`config.mk`:
```
export PLATFORM = sky130hd
export DESIGN_NAME = systolic_feeder
export DESIGN_NICKNAME = d
export VERILOG_FILES = /design/src/rtl/systolic_feeder_pkg.sv /design/src/rtl/sysfeed_skew_sel.sv /design/src/rtl/systolic_feeder.sv
export SDC_FILE = /design/constraint.sdc
export NUM_CORES = 1
export LEC_CHECK = 0
export BUFFER_PORTS_ARGS = -buffer_cell sky130_fd_sc_hd__buf_2
export CORE_UTILIZATION = 49
export DETAILED_ROUTE_END_ITERATION = 12
export PLACE_DENSITY = 0.68
export RECOVER_POWER = 25
export REMOVE_ABC_BUFFERS = 1
export SETUP_SLACK_MARGIN = 0.4
export SLEW_MARGIN = 10
export SYNTH_ARGS = -nofsm -noshare
export SYNTH_HDL_FRONTEND = slang
export SYNTH_HIERARCHICAL = 1
export SYNTH_SLANG_ARGS = --single-unit
```
`constraint.sdc`:
```
create_clock -name clk -period 7.5 [get_ports clk]
set_input_delay 0.75 -clock clk [delete_from_list [all_inputs] [get_ports clk]]
set_output_delay 0.75 -clock clk [all_outputs]
set_load 0.05 [all_outputs]
```
`src/rtl/systolic_feeder_pkg.sv`:
```
`default_nettype none
// +----------------------------------------------------------------------------+
// | systolic_feeder_pkg: shared constants for the systolic array feeder.       |
// | Rev 1.0                                                                    |
// +----------------------------------------------------------------------------+
package systolic_feeder_pkg;

  localparam int N_DEFAULT = 8;

  localparam logic [2:0] ST_LOAD   = 3'd0;
  localparam logic [2:0] ST_ARMED  = 3'd1;
  localparam logic [2:0] ST_STREAM = 3'd2;
  localparam logic [2:0] ST_DRAIN  = 3'd3;
  localparam logic [2:0] ST_READ   = 3'd4;

  function automatic int cnt_width(input int n);
    return $clog2(2 * n);
  endfunction

  function automatic int stream_len(input int n);
    return 2 * n - 1;
  endfunction

  function automatic int drain_len(input int n);
    return n;
  endfunction

  function automatic int read_len(input int n);
    return n + 1;
  endfunction

  localparam int STREAM_LEN = stream_len(N_DEFAULT);
  localparam int DRAIN_LEN  = drain_len(N_DEFAULT);
  localparam int READ_LEN   = read_len(N_DEFAULT);

endpackage
`default_nettype wire

```
`src/rtl/sysfeed_skew_sel.sv`:
```
`default_nettype none
// +----------------------------------------------------------------------------+
// | sysfeed_skew_sel: diagonal wavefront selector, lane k = M[k][t-k].         |
// | Rev 1.0                                                                    |
// +----------------------------------------------------------------------------+
module sysfeed_skew_sel
  import systolic_feeder_pkg::*;
#(
  parameter int N = N_DEFAULT
) (
  input  logic [N*N-1:0]          i_mat,
  input  logic [cnt_width(N)-1:0] i_t,
  output logic [N-1:0]            o_lanes
);

  localparam int CW = cnt_width(N);
  localparam int IW = (N > 1) ? $clog2(N) : 1;

  for (genvar k = 0; k < N; k++) begin : g_lane
    localparam logic [CW:0] c_LO = (CW+1)'(k);
    logic [N-1:0] w_row;
    logic [CW:0]  w_diff;
    logic         w_in_window;

    assign w_row  = i_mat[k*N +: N];
    // One extra bit so t < k shows up as a borrow rather than a wrap.
    assign w_diff = {1'b0, i_t} - c_LO;
    assign w_in_window = !w_diff[CW] && (w_diff[CW-1:0] < CW'(N));
    assign o_lanes[k]  = w_in_window && w_row[w_diff[IW-1:0]];
  end

endmodule
`default_nettype wire

```
`src/rtl/systolic_feeder.sv`:
```
`default_nettype none
// +----------------------------------------------------------------------------+
// | systolic_feeder: loads A/B bit matrices and streams them skewed into the   |
// | OR-AND systolic array, then drains and reads out. Option:                  |
// | SYSFEED_AUTOSTART_EN skips ARMED. Rev 1.0                                  |
// +----------------------------------------------------------------------------+
module systolic_feeder
  import systolic_feeder_pkg::*;
#(
  parameter int N = N_DEFAULT
) (
  input  logic         clk,
  input  logic         rst_n,
  input  logic         ena,
  input  logic [N-1:0] in_data,
  input  logic         in_valid,
  output logic         in_ready,
  input  logic         start,
  output logic [N-1:0] a_lanes,
  output logic [N-1:0] b_lanes,
  output logic         readout,
  output logic         busy,
  output logic         done
);

  localparam int CW = cnt_width(N);
  localparam logic [CW-1:0] c_LAST_ROW   = CW'(2*N - 1);
  localparam logic [CW-1:0] c_STREAM_END = CW'(stream_len(N) - 1);
  localparam logic [CW-1:0] c_DRAIN_END  = CW'(drain_len(N) - 1);
  localparam logic [CW-1:0] c_READ_END   = CW'(read_len(N) - 1);

  logic [2:0]     r_state, w_state_nxt;
  logic [CW-1:0]  r_cnt, w_cnt_nxt;
  logic [N*N-1:0] r_a, r_b, w_bt;
  logic [N-1:0]   w_a_sel, w_b_sel;
  logic [N-1:0]   r_a_lanes, r_b_lanes;
  logic           r_readout, r_busy, r_done, r_in_ready;
  logic           w_xfer;

  assign w_xfer = in_valid && r_in_ready && (r_state == ST_LOAD);

  always_comb begin
    w_state_nxt = r_state;
    w_cnt_nxt   = r_cnt;
    case (r_state)
      ST_LOAD: begin
        if (w_xfer) begin
          if (r_cnt == c_LAST_ROW) begin
            w_cnt_nxt = '0;
`ifdef SYSFEED_AUTOSTART_EN
            w_state_nxt = ST_STREAM;
`else
            w_state_nxt = ST_ARMED;
`endif
          end else begin
            w_cnt_nxt = r_cnt + CW'(1);
          end
        end
      end
      ST_ARMED: begin
`ifdef SYSFEED_AUTOSTART_EN
        w_state_nxt = ST_STREAM;
`else
        if (start) w_state_nxt = ST_STREAM;
`endif
      end
      ST_STREAM: begin
        if (r_cnt == c_STREAM_END) begin
          w_state_nxt = ST_DRAIN;
          w_cnt_nxt   = '0;
        end else begin
          w_cnt_nxt = r_cnt + CW'(1);
        end
      end
      ST_DRAIN: begin
        if (r_cnt == c_DRAIN_END) begin
          w_state_nxt = ST_READ;
          w_cnt_nxt   = '0;
        end else begin
          w_cnt_nxt = r_cnt + CW'(1);
        end
      end
      ST_READ: begin
        if (r_cnt == c_READ_END) begin
          w_state_nxt = ST_LOAD;
          w_cnt_nxt   = '0;
        end else begin
          w_cnt_nxt = r_cnt + CW'(1);
        end
      end
      default: begin
        w_state_nxt = ST_LOAD;
        w_cnt_nxt   = '0;
      end
    endcase
    if (!ena) begin
      w_state_nxt = ST_LOAD;
      w_cnt_nxt   = '0;
    end
  end

  always_ff @(posedge clk or negedge rst_n) begin
    if (!rst_n) begin
      r_state <= ST_LOAD;
      r_cnt   <= '0;
    end else begin
      r_state <= w_state_nxt;
      r_cnt   <= w_cnt_nxt;
    end
  end

  // Row counter doubles as the load address: rows 0..N-1 fill A, N..2N-1 fill B.
  always_ff @(posedge clk or negedge rst_n) begin
    if (!rst_n) begin
      r_a <= '0;
      r_b <= '0;
    end else if (ena && w_xfer) begin
      for (int r = 0; r < N; r++) begin
        if (r_cnt == CW'(r))     r_a[r*N +: N] <= in_data;
        if (r_cnt == CW'(r + N)) r_b[r*N +: N] <= in_data;
      end
    end
  end

  for (genvar i = 0; i < N; i++) begin : g_tr_row
    for (genvar j = 0; j < N; j++) begin : g_tr_col
      assign w_bt[j*N + i] = r_b[i*N + j];
    end
  end

  sysfeed_skew_sel #(.N(N)) u_sel_a (
    .i_mat   (r_a),
    .i_t     (r_cnt),
    .o_lanes (w_a_sel)
  );

  sysfeed_skew_sel #(.N(N)) u_sel_b (
    .i_mat   (w_bt),
    .i_t     (r_cnt),
    .o_lanes (w_b_sel)
  );

  // in_ready follows the next state so it never advertises a slot the FSM has left.
  always_ff @(posedge clk or negedge rst_n) begin
    if (!rst_n) begin
      r_a_lanes  <= '0;
      r_b_lanes  <= '0;
      r_readout  <= 1'b0;
      r_busy     <= 1'b0;
      r_done     <= 1'b0;
      r_in_ready <= 1'b1;
    end else if (!ena) begin
      r_a_lanes  <= '0;
      r_b_lanes  <= '0;
      r_readout  <= 1'b0;
      r_busy     <= 1'b0;
      r_done     <= 1'b0;
      r_in_ready <= 1'b1;
    end else begin
      r_a_lanes  <= (r_state == ST_STREAM) ? w_a_sel : '0;
      r_b_lanes  <= (r_state == ST_STREAM) ? w_b_sel : '0;
      r_readout  <= (r_state == ST_READ);
      r_busy     <= (r_state == ST_STREAM) || (r_state == ST_DRAIN) || (r_state == ST_READ);
      r_done     <= (r_state == ST_READ) && (r_cnt == c_READ_END);
      r_in_ready <= (w_state_nxt == ST_LOAD);
    end
  end

  assign a_lanes  = r_a_lanes;
  assign b_lanes  = r_b_lanes;
  assign readout  = r_readout;
  assign busy     = r_busy;
  assign done     = r_done;
  assign in_ready = r_in_ready;

endmodule
`default_nettype wire

```
---- After elaboration in Yosys (flattened, before gate mapping) ----
Cells that the tools add are included.
storage, ports and cells
  bits in registers ....................... 155
  bits of input ports ..................... 13
  output and inout port bits .............. 20
  logic and storage cells ................. 180
operators by class
  add/sub/neg operators ................... 8
  order comparisons ....................... 16
  equal/unequal tests ..................... 21
  multiplexer cells ....................... 55
  reductions and logical operators ........ 56
operators with widths
  kind                   count
  $bmux W1 S3            16
  $reduce_and A2 Y1      17
  $eq A4 B4 Y1 const B   8
  $lt A3 B4 Y1 const B   8
  $lt A4 B4 Y1 const B   8
  $mux W8                4
  $logic_and A1 B1 Y1    27
  $mux W4                6
  $mux W3                7
  $mux W1                20
  $pmux W4 S5            1
  $sub A4 B3 Y5 const B  4
  $eq A4 B3 Y1 const B   4
  $pmux W3 S5            1
  $sub A4 B2 Y5 const B  2
  $eq A4 B2 Y1 const B   2
  $logic_not A1 Y1       7
  $eq A3 B2 Y1 const B   2
  $logic_not A3 Y1       2
  $sub A4 B1 Y5 const B  1
  $add A4 B1 Y4 const B  1
  $eq A4 B1 Y1 const B   1
  $logic_not A4 Y1       1
  $eq A3 B1 Y1 const B   1
  other kinds (4)        5

---- Depth between registers and ports, before layout ----
  word-level depth ........................ 7
  mapped depth ............................ 10
  depth with buffers taken out ............ 7

---- By module ----
Netlist, hierarchy kept.
by module, submodules not included
  module            instances  cells each  area an instance (um^2)  seq. area each (um^2)
  systolic_feeder   1          400         6059.6                   3880.0
  sysfeed_skew_sel  2          88          898.4                    0.0

---- Least setup slack after synthesis ----
OpenSTA, ideal clock, no wires.
  path kind ............................... register to register
  from .................................... register r_cnt[0]
  to ...................................... register r_a_lanes[1] (netlist: a_lanes[1])
  library setup time ...................... 0.119 ns
  arrival time ............................ 2.301 ns
  data required time ...................... 7.381 ns
  setup slack ............................. 5.080 ns
  cell stages (with the launch flop) ...... 10
  buffers on the path ..................... 2
  clock period less this slack ............ 2.420 ns
  cell sequence ........................... dfrtp_1 buf_6 buf_6 inv_1 ha_1 xor2_4 mux4_1 nand4_1 nand2_1 and2_1
between the ends
  longest elaborated chain between the ends .. 6
  elaborated cells between the ends (all ways) .. 9
  classes of those cells .................. add/sub (1); order compare (1); mux (4); reduce/logical (3)
ends and longest elaborated chain
  item                                                   line                                            RTL
  start: declaration                                     systolic_feeder.sv:33                           logic [CW-1:0] r_cnt, w_cnt_nxt;
  start signal: assignment                               systolic_feeder.sv:108                          r_cnt <= w_cnt_nxt;
  $sub A4 B1 Y5 (*)                                      sysfeed_skew_sel.sv:27                          assign w_diff = {1'b0, i_t} - c_LO;
  $lt A4 B4 Y1, or another cell as far along             sysfeed_skew_sel.sv:28                          assign w_in_window = !w_diff[CW] && (w_diff[CW-1:0] < CW'(N));
  $logic_and A1 B1 Y1 / $mux W1 (equally long branches)  sysfeed_skew_sel.sv:28, sysfeed_skew_sel.sv:29
  $logic_and A1 B1 Y1 (*)                                sysfeed_skew_sel.sv:29                          assign o_lanes[k] = w_in_window && w_row[w_diff[IW-1:0]];
  via w_a_sel[1]                                         systolic_feeder.sv:35                           logic [N-1:0] w_a_sel, w_b_sel;
  $mux W8 (*)                                            systolic_feeder.sv:160                          r_a_lanes <= (r_state == ST_STREAM) ? w_a_sel : '0;
  $mux W8 (*)                                            systolic_feeder.sv:152                          end else if (!ena) begin
  end signal: assignment                                 systolic_feeder.sv:160
  end: declaration                                       systolic_feeder.sv:36                           logic [N-1:0] r_a_lanes, r_b_lanes;
The timed path passes the listed nets; every way through them passes the cells marked *. The select of a mux whose other input is x is not followed.
A chain may end at the register's enable or synchronous reset.

==> results.cfg <==
[finish]
final_nets = 640
final_util = 0.565
diodes = 0
area_growth_pct = 10.9
stdcell_area_mm2 = 0.00871
drive_gt1_frac = 0.349

[grt]
grt_antenna_before_repair = 0
grt_max_degree = 84
grt.total_usage = 0.230
grt_overflow = 0
grt_pass1_wl_um = 27900
grt_pass1_vias = 5020

[die]
die_x_um = 129
core-area_mm2 = 0.0154
fp-row-count = 45
ios = 33
start_util = 0.509
die_h_um = 129
die-area_mm2 = 0.0165

[sta]
min_period_ns = 4.33
finalSetupTns_ns = 0
period_share = 0.578
drv_slew = 74
relSlewSlack = -1.58
worst_slack_ns = 3.17
worstMarginPinSlew_ns = 3.88
rsz0062_at_grt = no
setup_viol = 0
hold_violations = 0
finClkSkew_ns = 0.00954
whs_ns = 0.488
max_freq_ghz = 0.231

[worst_setup_path]
cp.required_ns = 7.83
crit_family = buffers and inverters
max_stage_delay_ns = 2.69
reg2reg_setup_slack_ns = 4.55
cp.arrival_ns = 4.66
cp_slowest_cell = clkbuf_1
critical_path.startpoint_type = input port
crit_type = input port to async pin
critPathBufInv = 2
cp_cell_sequence = clkbuf_1 -> buf_4
crit_fanout = 83
crit_path_end_kind = async pin

[clock_tree]
htree_num_levels = 4
ctsHoldBuffers = 0
tritoncts = yes
clk_pin_slew_worst_paths_ns = 0.06
cts-root-buf = clkbuf_16
cts_resized = 0
cts_inserted_buffers = 17
clock_sink_count = 155
post_cts_buffers = 0
clk_latency_ns = 0.43
clock_path_buffers = 2

[pwr]
leakage_nw = 4.20
peakVddDrop_mv = 0.157
p_clk_frac = 0.383
p_switching_uw = 552
p_comb_frac = 0.164
power_density_mw_per_mm2 = 250
switching_share = 0.254
sequentialPowerShare = 0.454
p_int_mw = 1.63

[synthesis]
synthMuxAreaShare = 0.282
async_flop_share = 1.00
post_synth_fa_ha_maj_area_fraction = 0.0382
synth_top_family_by_area = multiplexers
synth_compound_area_frac = 0.0451
ys.flop_type = dfrtp_1
synthSimpleGateAreaFrac = 0.101
synth_area_per_cell_um2 = 13.6
synth_cells = 576
synth-seq-cells = 155
ys_warn_count = 6
synth_enable_flop_cells = 0
synth_area_mm2 = 0.00786
yosysSeqAreaShare = 0.494
synth_cell_types = 55
synth_xor_area_frac = 0.0111

[detailed_routing]
antenna_left = 0
routedWlPerCell_um = 20.6
drt_wl_total_um = 17000
vias = 4782
drt-initial-drc-count = 317
viasPerCell = 5.78
first_pass_iters = 6
drcViolationCount = 0

[outcome]
violations = capacitance limit, slew limit
status = finished with violations

[placement]
place.port_buffers = 32
place_area_mm2 = 0.00814
hpwl_um = 10700
pre_cts_ws_ns = 4.59
place.gp.congestion = 0.813

[flow_run]
cap_viol_max_count = 1

[hold_path]
hp-class = register to register
-- area by class of cell --
cell class	count	area, um2
Clock inverter	6	58.8
Timing Repair Buffer	37	186
Clock buffer	26	519
Inverter	11	41.3
Sequential cell	155	3880
Tap cell	211	264
Multi-Input combinational cell	381	3760
Fill cell	1278	6720
-- cells in the final DEF, fill, tap and decap left out, types with 4 or more instances in the layout --
master,count
mux2_1,8
and3_1,5
nand3_1,10
inv_1,11
dfrtp_1,153
clkbuf_1,12
nand2_1,35
nand2_4,4
nor2_1,10
clkbuf_8,6
nor2b_1,8
clkinv_2,4
a2111oi_0,4
mux2i_1,10
mux4_2,12
nand3b_1,7
and2b_1,4
ha_1,24
and2_1,19
mux4_1,14
o21ai_0,11
clkbuf_16,17
nor3_1,4
buf_4,5
mux2_2,123
nand2_2,4
buf_2,23
nor3b_1,4
a21oi_1,11
-- layer usage --
metal  GRT usage  routed length, um  vias to the layer above
met5           0                  0                        -
met4      0.0941                274                        0
met3      0.0445                658                       18
met2       0.367               8220                       95
met1       0.311               7890                     2497
li1            -                  -                     2172
-- kinds of logic (layout without fill, tap and decap cells) --
family / after synthesis / after routing
multiplexers: 167 / 167
adder cells (fa/ha/maj): 24 / 24
XOR/XNOR: 4 / 4
buffers and inverters: 40 / 80
flip-flops: 155 / 155
AO/OA/AOI/OAI: 51 / 51
AND/OR/NAND/NOR: 135 / 135
-- through the flow --
stage / std cells / power [mW]
global route: 827 / 2.27
global placement: 795 / 1.34
detailed placement: 795 / 1.36
CTS: 827 / 2.19
floorplan: 547 / 1.24
finish: 827 / 2.18
-- state kept, by name, indices dropped and copies added (netlist names) --
signal,flops
r_a,64
r_b,64
a_lanes,8
b_lanes,8
r_cnt,4
r_state,3
busy,1
done,1
in_ready,1
readout,1
-- power groups by stage --
stage	logic, mW	clock network (mW)	registers [mW]
6_report	0.356	0.833	0.988
5_1_grt	0.388	0.882	1.00
4_1_cts	0.359	0.849	0.987
3_5_place_dp	0.356	0	1.00
3_3_place_gp	0.343	0	0.996
2_1_floorplan	0.247	0	0.998
-- Yosys cell counts, drive strengths merged (2+ instances only) --
library cell / instances / share of area
dfrtp: 154 / 0.49
mux2: 131 / 0.19
nand2: 43 / 0.026
mux4: 26 / 0.081
ha: 24 / 0.038
and2: 20 / 0.016
clkbuf: 16 / 0.0076
buf: 13 / 0.016
a21oi: 11 / 0.0070
inv: 11 / 0.0053
nand3: 11 / 0.0076
nor2: 11 / 0.0062
o21ai: 11 / 0.0070
mux2i: 10 / 0.013
nor2b: 8 / 0.0064
and3: 7 / 0.0059
nand3b: 7 / 0.0067
nor3b: 6 / 0.0072
nor3: 5 / 0.0038
a2111oi: 4 / 0.0045
and2b: 4 / 0.0038
xor2: 4 / 0.011
a311o: 3 / 0.0041
a32oi: 3 / 0.0033
nand2b: 3 / 0.0024
nand4: 3 / 0.0024
o21a: 3 / 0.0029
a211oi: 2 / 0.0019
a21boi: 2 / 0.0019
a221oi: 2 / 0.0022
a222oi: 2 / 0.0025
a31oi: 2 / 0.0016
and3b: 2 / 0.0022
or2b: 2 / 0.0019
or3: 2 / 0.0016
-- worst reg2reg max path: cells and delay by family, from the launching register on --
kind	cells	cell delay [ns]
adders and majority gates	1	0.70
muxes	2	0.65
DFF	1	0.43
and+or+nand+nor	2	0.27
buffers and inverters	2	0.78
-- worst paths after layout --
check,end,cells after the start,startpoint
worst max register to register,a_lanes[7],7,r_cnt[0]
max in group clk,a_lanes[7],7,r_cnt[0]
worst min register to register,r_a[38],1,r_a[38]
min in group asynchronous,r_a[15],1,rst_n
worst min-delay path,r_a[38],1,r_a[38]
worst max-delay path,r_cnt[0],2,rst_n
Power figures use the tool's default switching activity.
